## config.mk

```make
export PLATFORM = sky130hd
export DESIGN_NAME = gray_code_counter_flat
export DESIGN_NICKNAME = d
export VERILOG_FILES = /design/src/rtl/gray_code_counter_pkg.sv /design/src/rtl/gray_code_counter_if.sv /design/src/rtl/gray_code_counter_encoder.sv /design/src/rtl/gray_code_counter.sv /design/src/flat_wrapper.sv
export SDC_FILE = /design/constraint.sdc
export NUM_CORES = 1
export LEC_CHECK = 0
export BUFFER_PORTS_ARGS = -buffer_cell sky130_fd_sc_hd__buf_4
export CORE_AREA = 5 5 42 44
export DETAILED_ROUTE_END_ITERATION = 12
export DIE_AREA = 0 0 47 49
export PLACE_DENSITY = 0.72
export SLEW_MARGIN = 20
export SYNTH_ARGS = -nofsm -noshare
export SYNTH_HDL_FRONTEND = slang
export SYNTH_SLANG_ARGS = --single-unit
export TNS_END_PERCENT = 30
```

## constraint.sdc

```tcl
create_clock -name clk -period 1.75 [get_ports clk]
set_input_delay 0.2625 -clock clk [delete_from_list [all_inputs] [get_ports clk]]
set_output_delay 0.2625 -clock clk [all_outputs]
set_load 0.01 [all_outputs]
```

## src/rtl/gray_code_counter_pkg.sv

```systemverilog
// Shared types and helpers for the Gray code counter.
package gray_cnt_pkg;

   localparam int unsigned GRAY_CNT_WIDTH = 4;
   localparam int unsigned GRAY_CNT_MAX_WIDTH = 16;

   typedef enum logic {
      IDLE = 1'b0,
      RUN  = 1'b1
   } state_e;

   // Binary to reflected Gray code at the widest supported width.
   function automatic logic [GRAY_CNT_MAX_WIDTH-1:0] bin2gray(
      input logic [GRAY_CNT_MAX_WIDTH-1:0] bin
   );
      return bin ^ (bin >> 1);
   endfunction

endpackage

```

## src/rtl/gray_code_counter_if.sv

```systemverilog
// Control and code-output bundle between the counter and its environment.
interface gray_code_counter_if #(
   parameter int unsigned WIDTH = gray_cnt_pkg::GRAY_CNT_WIDTH
);
   logic             en;
   logic             up_dn;
   logic             load;
   logic [WIDTH-1:0] load_val;
   logic             out_ready;
   logic [WIDTH-1:0] gray_out;
   logic             gray_valid;
   logic             tc;
   logic             wrap;

   modport master (
      output en, up_dn, load, load_val, out_ready,
      input  gray_out, gray_valid, tc, wrap
   );

   modport slave (
      input  en, up_dn, load, load_val, out_ready,
      output gray_out, gray_valid, tc, wrap
   );
endinterface

```

## src/rtl/gray_code_counter_encoder.sv

```systemverilog
// Combinational binary-to-Gray encoder feeding the gray_out register.
module binary_to_gray_encoder
   import gray_cnt_pkg::*;
#(
   parameter int unsigned WIDTH = GRAY_CNT_WIDTH
) (
   input  logic [WIDTH-1:0] bin_i,
   output logic [WIDTH-1:0] gray_o
);
   assign gray_o = WIDTH'(bin2gray(GRAY_CNT_MAX_WIDTH'(bin_i)));
endmodule

```

## src/rtl/gray_code_counter.sv

```systemverilog
// Up/down binary counter presenting its value as a registered Gray code.
// Define GRAY_CNT_SATURATE_EN to saturate at the range ends instead of wrapping.
module gray_code_counter
   import gray_cnt_pkg::*;
#(
   parameter int unsigned WIDTH = GRAY_CNT_WIDTH
) (
   input logic                clk,
   input logic                rst,
   gray_code_counter_if.slave bus
);
   localparam logic [WIDTH-1:0] ALL_ONES = '1;

   state_e           state_q, state_d;
   logic [WIDTH-1:0] bin_q, bin_d;
   logic [WIDTH-1:0] gray_q, gray_d;
   logic             wrap_q, wrap_d;
   logic             accept_c;
   logic             tc_c;
`ifdef GRAY_CNT_SATURATE_EN
   logic             sat_hit_q, sat_hit_d;
`endif

   // Terminal count doubles as the end-of-range test for the next step.
   assign tc_c     = bus.up_dn ? (bin_q == ALL_ONES) : (bin_q == '0);
   assign accept_c = bus.en && (bus.out_ready || (state_q == IDLE));

   always_comb begin
      state_d = state_q;
      bin_d   = bin_q;
      wrap_d  = 1'b0;
`ifdef GRAY_CNT_SATURATE_EN
      sat_hit_d = sat_hit_q;
`endif
      if (bus.load) begin
         bin_d   = bus.load_val;
         state_d = RUN;
`ifdef GRAY_CNT_SATURATE_EN
         sat_hit_d = 1'b0;
`endif
      end else if (accept_c) begin
         if (state_q == IDLE) begin
            state_d = RUN;
         end else if (tc_c) begin
`ifdef GRAY_CNT_SATURATE_EN
            // Hold at the end; only the first blocked step reports.
            wrap_d    = !sat_hit_q;
            sat_hit_d = 1'b1;
`else
            wrap_d = 1'b1;
            bin_d  = bus.up_dn ? '0 : ALL_ONES;
`endif
         end else begin
            bin_d = bus.up_dn ? bin_q + WIDTH'(1) : bin_q - WIDTH'(1);
`ifdef GRAY_CNT_SATURATE_EN
            sat_hit_d = 1'b0;
`endif
         end
      end
   end

   binary_to_gray_encoder #(.WIDTH(WIDTH)) u_encoder (
      .bin_i  (bin_d),
      .gray_o (gray_d)
   );

   always_ff @(posedge clk or negedge rst) begin
      if (!rst) begin
         state_q <= IDLE;
         bin_q   <= '0;
         gray_q  <= '0;
         wrap_q  <= 1'b0;
`ifdef GRAY_CNT_SATURATE_EN
         sat_hit_q <= 1'b0;
`endif
      end else begin
         state_q <= state_d;
         bin_q   <= bin_d;
         gray_q  <= gray_d;
         wrap_q  <= wrap_d;
`ifdef GRAY_CNT_SATURATE_EN
         sat_hit_q <= sat_hit_d;
`endif
      end
   end

   assign bus.gray_out   = gray_q;
   assign bus.gray_valid = (state_q == RUN);
   assign bus.wrap       = wrap_q;
   assign bus.tc         = tc_c;
endmodule

```

## src/flat_wrapper.sv

```systemverilog
// flat-port wrapper written by rule: the top's interface ports become plain ports
module gray_code_counter_flat import gray_cnt_pkg::*;
#(
   parameter int unsigned WIDTH = GRAY_CNT_WIDTH
)
  (clk, rst, bus_en, bus_up_dn, bus_load, bus_load_val, bus_out_ready, bus_gray_out, bus_gray_valid, bus_tc, bus_wrap);
  gray_code_counter_if #(.WIDTH(WIDTH)) bus_i ();
  input logic clk;
  input logic rst;
  input wire logic [$bits(bus_i.en)-1:0] bus_en;
  input wire logic [$bits(bus_i.up_dn)-1:0] bus_up_dn;
  input wire logic [$bits(bus_i.load)-1:0] bus_load;
  input wire logic [$bits(bus_i.load_val)-1:0] bus_load_val;
  input wire logic [$bits(bus_i.out_ready)-1:0] bus_out_ready;
  output wire logic [$bits(bus_i.gray_out)-1:0] bus_gray_out;
  output wire logic [$bits(bus_i.gray_valid)-1:0] bus_gray_valid;
  output wire logic [$bits(bus_i.tc)-1:0] bus_tc;
  output wire logic [$bits(bus_i.wrap)-1:0] bus_wrap;
  assign bus_i.en = bus_en;
  assign bus_i.up_dn = bus_up_dn;
  assign bus_i.load = bus_load;
  assign bus_i.load_val = bus_load_val;
  assign bus_i.out_ready = bus_out_ready;
  assign bus_gray_out = bus_i.gray_out;
  assign bus_gray_valid = bus_i.gray_valid;
  assign bus_tc = bus_i.tc;
  assign bus_wrap = bus_i.wrap;
  gray_code_counter #(.WIDTH(WIDTH)) u_core (.clk(clk), .rst(rst), .bus(bus_i));
endmodule
```

* Word-level counts from Yosys, hierarchy flattened
Cells that the tools add are included.
** Storage, ports and cells
- Register bits :: 10
- Latch bits :: 0
- Bits in writable memories :: 0
- ROM bits :: 0
- Bits of input ports :: 10
- Output and inout port bits :: 7
- Memories kept :: 0
** Cells by class
- $add $sub $neg :: 2
- $mul :: 0
- Div/mod/pow operators :: 0
- Magnitude comparators :: 0
- Eq/ne operators :: 1
- Shift-type cells :: 0
- Muxes and demuxes :: 13
- Bitwise gates (word level) :: 2
- Reductions and logical operators :: 4
** Operators with widths (count)
- 2-to-1 mux 4 bit :: 6
- 2-to-1 mux 1 bit :: 7
- adder 4 x 1 -> 4 bit, second input constant :: 1
- == test 4 bit, second input constant :: 1
- zero test 4 bit :: 1
- subtractor 4 x 1 -> 4 bit, second input constant :: 1
- bitwise XOR 4 x 3 -> 4 bit :: 1
- nonzero test 2 bit :: 1
- logical AND 1 bit :: 1
- logical OR 1 bit :: 1
- NOT 1 bit :: 1

* Depth between registers and ports, before layout
Gate-level depths: netlist (run 1).
- Depth after elaboration :: 7
- Gate-level depth with buffers :: 7
- Depth with buffers taken out :: 7

* Cells and area by module
Synthesis (run 1) repeated with hierarchy kept, for this count alone.
** Second synthesis, totals
- Cell total of the unflattened synthesis :: 52
- Area, all modules :: 573.0 um^2
** Modules (own cells, without submodules)
- gray_code_counter :: instances 1, cells an instance 48, area an instance 539.3 um^2, seq. area each 250.2 um^2
- binary_to_gray_encoder :: instances 1, cells an instance 4, area an instance 33.8 um^2, seq. area each 0.0 um^2

* Least setup slack after synthesis (run 1)
Ideal clock, no wire load.
- Path kind :: flip-flop to flip-flop
- Start :: register u_core.bin_q[0]
- End :: register u_core.gray_q[2] (netlist: u_core.bus.gray_out[2])
- Library setup time :: 0.079 ns
- Arrival time :: 1.675 ns
- Data required time :: 1.671 ns
- Path slack :: -0.005 ns
- Cell stages (with the launch flop) :: 6
- Period minus slack after synthesis :: 1.755 ns
- Path through :: dfrtp_1 -> or4_4 -> mux2i_4 -> nor4b_1 -> a221oi_2 -> xor2_1
** Between the ends
- Longest elaborated chain between the ends :: 7
- Elaborated cells between the ends (all ways) :: 11
- Classes of those cells :: 2 x add/sub; 1 x eq/ne; 6 x mux; 1 x bitwise; 1 x reduce/logical
** RTL lines
- start: declaration :: RTL line gray_code_counter.sv:15 : logic [WIDTH-1:0] bin_q, bin_d;
- start signal: assignment :: RTL line gray_code_counter.sv:78 : bin_q <= bin_d;
- == test 4 bit or zero test 4 bit (tied branches) :: RTL line gray_code_counter.sv:25 : assign tc_c = bus.up_dn ? (bin_q == ALL_ONES) : (bin_q == '0);
- 2-to-1 mux 1 bit * :: RTL line gray_code_counter.sv:25
- via bus_tc :: RTL line flat_wrapper.sv:17 : output wire logic [$bits(bus_i.tc)-1:0] bus_tc;
- 2-to-1 mux 4 bit * :: RTL line gray_code_counter.sv:44 : end else if (tc_c) begin
- 2-to-1 mux 4 bit * :: RTL line gray_code_counter.sv:42 : if (state_q == IDLE) begin
- 2-to-1 mux 4 bit * :: RTL line gray_code_counter.sv:41 : end else if (accept_c) begin
- 2-to-1 mux 4 bit * :: RTL line gray_code_counter.sv:35 : if (bus.load) begin
- via u_core.bin_d[3] :: RTL line gray_code_counter.sv:15
- bitwise XOR 4 x 3 -> 4 bit * :: RTL line gray_code_counter_pkg.sv:16 : return bin ^ (bin >> 1);
- via u_core.gray_d[2] :: RTL line gray_code_counter.sv:16 : logic [WIDTH-1:0] gray_q, gray_d;
- end signal: assignment :: RTL line gray_code_counter.sv:79 : gray_q <= gray_d;
- end: declaration :: RTL line gray_code_counter.sv:16
Mark *: on every way through the listed nets, which the timed path passes. The rest lies on a longest branch.
A chain may end at the register's enable or synchronous reset.

* Worst setup path after layout (run 1)
- Start :: register u_core.bin_q[2]
- End :: output bus_tc
** Between the ends
- Longest elaborated chain between the ends :: 2
- Elaborated cells between the ends (all ways) :: 3
- Classes of those cells :: 1 x eq/ne; 1 x mux; 1 x reduce/logical
** RTL lines (RTL line)
- == test 4 bit or zero test 4 bit (tied branches) :: gray_code_counter.sv:25
- 2-to-1 mux 1 bit * :: gray_code_counter.sv:25
- end: declaration :: flat_wrapper.sv:17
Every way passes the cells marked *; elsewhere a longest branch is shown, timed or not.

==> impl_results.md, run 1 <==
- Power density over the cells: between 700 and 800 nW/um^2
- Busiest grt layer: met2
- Endpoints failing hold: 0
- Num CTS Buffers: 3
- R2R depth: 6
- Max Freq: 0.532 GHz
- Die Span X: 47 um
- Pin count of the biggest net entering global routing: 13
- DRC Markers: 0
- Share of layout cells above drive strength 1: 56.0%
- Worst path arrival time: around 1.6 ns
- Hold depth: 2
- GR Layer Usage met3: under 10%
- Slew @ Worst Pin: 0.327 ns
- Synth cell types: 28
- Clk root buf: clkbuf_4
- Post-Syn Area: 549 um^2
- Initial antenna violation count: 0
- Most used cell along the critical path: buf_6
- Syn avg cell area: around 11 um^2
- Syn Nets: 65
- Violated checks: negative setup slack
- I/O Pins: 17
- Clk_skew: ~0.0087 ns
- Post-synthesis sequential area ratio: a little over 40%
- Die Height: 49 um
- Slew HR: between 70% and 80%
- Avg Vias per Cell: 5.09
- Setup WS post-layout: -0.131 ns
- Post-synth EDFFs: 0
- CP Cell Sequence: or4_4, mux2i_4, buf_6, buf_6
- Crit end category: output pin
- Drt first-iter violations: 6
- IO buf count: 16
- Synth area leader: dfrtp_1
- GRT Util Overall: between 10 and 15%
- Critical setup path kind: flop to output pin
- Crit path max-delay cell type: or4_4
- DR pass1 iterations: 2
- RSZ-0062 raised after global routing: true
- N_diodes: 0
- Cell leakage power: 0.000394 uW
- Vias post-DR: 509
- CTS Sinks: 9
- Util after Layout: 62.7%
- Initial core utilization: 39.2%
- Vias in the first global route: 502
- Design area: 878 um^2
- Top cell type's share of synthesized area: a little over 40%
- Site Rows: 14
- Ys Warns: 0
- Count leader, synth: dfrtp_1
- Post-layout nets: 98
- FFs w/ async S/R, synth: 100%
- Max-cap violations: 0
- CP required: 1.49 ns
- Drt wl/cell: 13.6 um
- Hold Path Origin: bus_en
- GR Layer Usage met1: 13.8%
- Slew Limit Fails: 0
- Area Growth Syn to Fin: 59.9%
- Setup violators final: 5
- CTS tree: done
- R2r startpoint: u_core.bin_q[2]
- Worst-path fanout max: 4
- Mapped Cells: 52
- Final Cycle Share: 108%
- Max incr delay on CP: 0.51 ns
- FF+latch count, synth: 9
- CP Launch Type: flop
- Area contributors post-synth: dfrtp_1 41%, xor2_1 4.8%, ha_1 4.6%
- Clk pin slew, worst setup/hold paths: 0.05 ns
- Post-DRT Antenna Nets: 0
- Longest Clk Path Bufs: 2
- Area after DPL: 753 um^2
- Post-Route WL: 1.36 mm
- WHS Endpoint: u_core.bus.gray_valid
- Core Region: 1400 um^2
- RD Place Congestion: 0.735
- Peak supply drop: about 0.48 mV
- Top FF cell, synth: dfrtp_1
- Status: finished, violations left
- Hpwl dp: 978 um
- Met2 usage: 19.5%
- Clk_lat worst skew: roughly 0.27 ns
- Congestion Overflow GR: 0
- First-pass GRT wire length: 2.08 mm
- Min-delay worst type: input pin to flop
- Die area: 2300 um^2
- H-tree depth: 1
- Top cells by instance count after synthesis: 9 x dfrtp_1, 4 x a21oi_1, 4 x inv_1
- R2R Setup Slk: -0.11 ns
- Reg-to-Reg End: u_core.bus.gray_out[2]
- Min Tclk post-route: 1.88 ns
[cell type report]
type                            count  area [um^2]
Timing Repair Buffer               30          239
Tap cell                           16         20.0
Clock buffer                        4         26.3
Sequential cell                     9          226
Inverter                            4         15.0
Multi-Input combinational cell     37          352
Fill cell                         118          523
[cell usage in the layout, fill, tap and decap left out, types with 2 or more instances in the layout]
master / Yosys / routed
nor4b_2: 0 / 2
nand2_1: 2 / 2
nor2b_1: 2 / 2
buf_4: 1 / 26
xor2_1: 3 / 3
inv_1: 4 / 4
a21oi_1: 4 / 3
nand3_1: 2 / 2
dfrtp_1: 9 / 8
xnor2_1: 2 / 2
a21oi_2: 2 / 3
clkbuf_4: 0 / 3
buf_6: 0 / 3
[worst max path at each step]
| stage | from | endpoint | slack, ns |
|---|---|---|---|
| 6_report | u_core.bin_q[2] | bus_tc | -0.13 |
| 5_1_grt | u_core.bin_q[2] | bus_tc | -0.19 |
| 4_1_cts | u_core.bin_q[2] | u_core.bus.gray_out[2] | -0.09 |
| 3_5_place_dp | bus_up_dn | u_core.bus.gray_out[2] | -0.10 |
| 3_3_place_gp | bus_up_dn | u_core.bus.gray_out[2] | -0.04 |
| 2_1_floorplan | u_core.bin_q[0] | u_core.bus.gray_out[2] | 0.01 |
[cell families after synthesis]
logic type               after synthesis  synth area share (%)
XOR/XNOR                               5                  7.97
AND/OR/NAND/NOR                       16                  18.5
adder cells (fa/ha/maj)                3                  8.20
flip-flops                             9                  41.0
multiplexers                           1                  4.10
buffers and inverters                  6                  4.78
AO/OA/AOI/OAI                         12                  15.5
[through the flow]
stage / setup TNS (ns) / setup slack [ns] / instances / power (uW) / hold WS (ns)
CTS: -0.192 / -0.0877 / 99 / 660 / 0.187
finish: -0.402 / -0.131 / 100 / 678 / 0.196
floorplan: 0 / 0.0136 / 52 / 376 / -0.0331
detailed placement: -0.195 / -0.101 / 92 / 481 / 0.0920
global placement: -0.0657 / -0.0404 / 92 / 476 / 0.0883
global route: -0.819 / -0.189 / 100 / 727 / 0.186
[worst max-delay path: cells and delay by family (launching register included)]
| family | cells | cell delay [ns] |
|---|---|---|
| buffers and inverters | 2 | 0.22 |
| flip-flops | 1 | 0.44 |
| multiplexers | 1 | 0.20 |
| AND/OR/NAND/NOR | 1 | 0.51 |
[registers in the layout, summed over array words and instances (netlist names)]
| register | count |
|---|---|
| u_core.bus.wrap | 1 |
| u_core.bus.gray_out | 3 |
| u_core.bin_q | 4 |
| u_core.bus.gray_valid | 1 |
[power breakdown]
part | internal (uW) | switching (uW)
Sequential | 238 | 14.5
Clock | 87.9 | 72.8
Combinational | 145 | 119
[what timing repair did]
action / 4_1_cts / 5_1_grt
hold buffers: 1 / 0
resized for setup: 5 / 8
pin swaps: 3 / 2
endpoints found under the hold margin: 9 / 0
setup buffers: 2 / 1
endpoints found under the setup margin: 4 / 6
[metal layers]
metal  share of wire (%)  wire length (um)
met3                 9.2               124
met1                  38               519
met2                  49               664
met5                   0                 0
met4                 3.3                45
Note: power is estimated with default switching activity, not from simulation.
==> inputs of run 2 (changes only) <==
==> constraint.sdc (replaced) <==
create_clock -name clk -period 1.75 [get_ports clk]
set_input_delay 0.175 -clock clk [delete_from_list [all_inputs] [get_ports clk]]
set_output_delay 0.175 -clock clk [all_outputs]
set_load 0.01 [all_outputs]
==> run 2 against run 1 <==
- the run still ends with negative setup slack left
- non-clock buffer count is 1 lower
- clock-buffer cell count is 1 lower
- critical path depth stayed put
- clock skew is 0.0067 ns lower
- combinational power is 2% lower
- routed wire length is 0.74% higher
==> impl_results.md, run 2 (same netlist as run 1, synthesis figures left out) <==
- WHS Endpoint: u_core.bus.gray_valid
- Vias post-DR: 490
- Dpl ws: -0.0989 ns
- Max-cap violations: 0
- Area Growth Syn to Fin: 55.4%
- RSZ-0062 raised after global routing: true
- FF+latch area: roughly 230 um^2
- Largest Register: u_core.bin_q
- Share of layout cells above drive strength 1: 51.8%
- Setup WS post-layout: -0.102 ns
- Worst path arrival time: 1.68 ns
- Hpwl dp: 1.03 mm
- Clk_lat worst skew: around 0.27 ns
- Critical path depth: 4
- Worst-path fanout max: 6
- Most frequent cells in the layout: 26 x buf_4, 9 x dfrtp_1, 4 x inv_1
- Slew @ Worst Pin: 0.374 ns
- Clk root buf: clkbuf_4
- Die area: 2300 um^2
- Setup violators final: 6
- Max Freq: between 0.5 and 0.6 GHz
- Crit-path leading delay family: simple AND/OR/NAND/NOR gates
- Dpl cells: around 90
- Power Total: 689 uW
- R2R depth: 5
- DRC Markers: 0
- Final Cycle Share: 106%
- Pin count of the biggest net entering global routing: 13
- Drt first-iter violations: 6
- Endpoints failing hold: 0
- R2R Setup Slk: -0.08 ns
- First-pass GRT wire length: 2.08 mm
- Power density over the cells: around 810 nW/um^2
- Post-layout nets: 97
- Violated checks: negative setup slack
- CTS Sinks: 9
- Num CTS Buffers: 3
- Core Region: 1400 um^2
- Most used cell along the critical path: buf_6
- Reg-to-Reg End: u_core.bus.gray_out[2]
- Longest Clk Path Bufs: 2
- H-tree depth: 1
- Die Height: 49 um
- Min-delay worst type: input pin to flop
- Total negative slack: -0.287 ns
- Peak supply drop: 0.544 mV
- Worst hold margin: between 0.09 and 0.1 ns
- DR pass1 iterations: 4
- Drt wl/cell: 13.8 um
- RD Place Congestion: 0.744
- Crit end category: output pin
- CTS tree: done
- CP Cell Sequence: or4_4, mux2i_4, buf_6, buf_6
- Site Rows: 14
- Initial core utilization: 39.2%
- Hold Path Origin: bus_en
- Critical setup path kind: flop to output pin
- Post-Route WL: about 1.4 mm
- Clk_skew: 0.00200 ns
- Die Span X: about 47 um
- N_diodes: 0
- Worst path bufs/invs: 2
- CP required: 1.57 ns
- Slew HR: 75.0%
- Initial antenna violation count: 0
- IO buf count: 16
- Max incr delay on CP: 0.53 ns
- Status: finished, violations left
- Slew Limit Fails: 0
- Cell Count, Final, Fillers Out: 99
- Cell leakage power: between 0.0003 and 0.0004 uW
- CP Launch Type: flop
- I/O Pins: 17
- Avg Vias per Cell: 4.95
- Max reg flops: 4
- Crit path max-delay cell type: or4_4
- Area of the multi-input gates: 338 um^2
- Congestion Overflow GR: 0
- Commonest non-fill, non-tap cell in the layout: buf_4
- Fillers: around 120
- Post-DRT Antenna Nets: 0
- Vias in the first global route: 516
- GRT Util Overall: 13.0%
- Hold depth: 2
- R2r startpoint: u_core.bin_q[3]
- Clk pin slew, worst setup/hold paths: 0.07 ns
- Min Tclk post-route: 1.85 ns
[run 2: changes by cell type in the layout (fill, tap and decap cells not counted), sizes merged]
cell,previous run,this run
clkinv,0,1
buf,29,28
clkbuf,4,3
[run 2: power by group]
| part | switching (uW) | internal [uW] |
|---|---|---|
| registers | 15.9 | 237 |
| clock network | 91.0 | 84.8 |
| logic | 117 | 144 |
| total | 224 | 465 |
[run 2: layer usage]
metal	vias to the layer above	track usage (%)	wire (um)
met2	14	21.7	705
met1	230	14.0	533
met5	-	0	0
met3	4	2.58	94
li1	242	-	-
met4	0	8.29	31
[run 2: worst max path at each step]
stage | startpoint | endpoint | slack (ns)
after global routing | u_core.bin_q[3] | u_core.bus.gray_out[2] | -0.15
after global placement | u_core.bin_q[2] | u_core.bus.gray_out[2] | -0.03
final | u_core.bin_q[3] | bus_tc | -0.10
after detailed placement | u_core.bin_q[2] | u_core.bus.gray_out[2] | -0.1
after floorplan | u_core.bin_q[0] | u_core.bus.gray_out[2] | 0.01
after CTS | u_core.bin_q[3] | bus_tc | -0.08
[run 2: final cells by class]
| class | count | area share, % |
|---|---|---|
| Clock buffer | 3 | 2.64 |
| Clock inverter | 1 | 0.587 |
| Inverter | 4 | 1.76 |
| Multi-Input combinational cell | 37 | 39.6 |
| Sequential cell | 9 | 26.4 |
| Tap cell | 16 | 2.35 |
| Timing Repair Buffer | 29 | 26.7 |
[run 2: per-stage QoR]
| step | util, % | instance area [um^2] |
|---|---|---|
| after CTS | 57.5 | 806 |
| after detailed placement | 53.8 | 753 |
| after global placement | 53.8 | 753 |
| after global routing | 60.9 | 853 |
| after floorplan | - | 549 |
| final | 60.9 | 853 |
[run 2: repair_timing]
| action | in CTS | in global routing |
|---|---|---|
| hold buffers | 1 | 0 |
| endpoints found under the hold margin | 9 | 0 |
| cloned | 0 | 0 |
| pin swaps | 2 | 2 |
| resized for setup | 2 | 5 |
| endpoints found under the setup margin | 3 | 5 |
| setup buffers | 1 | 1 |
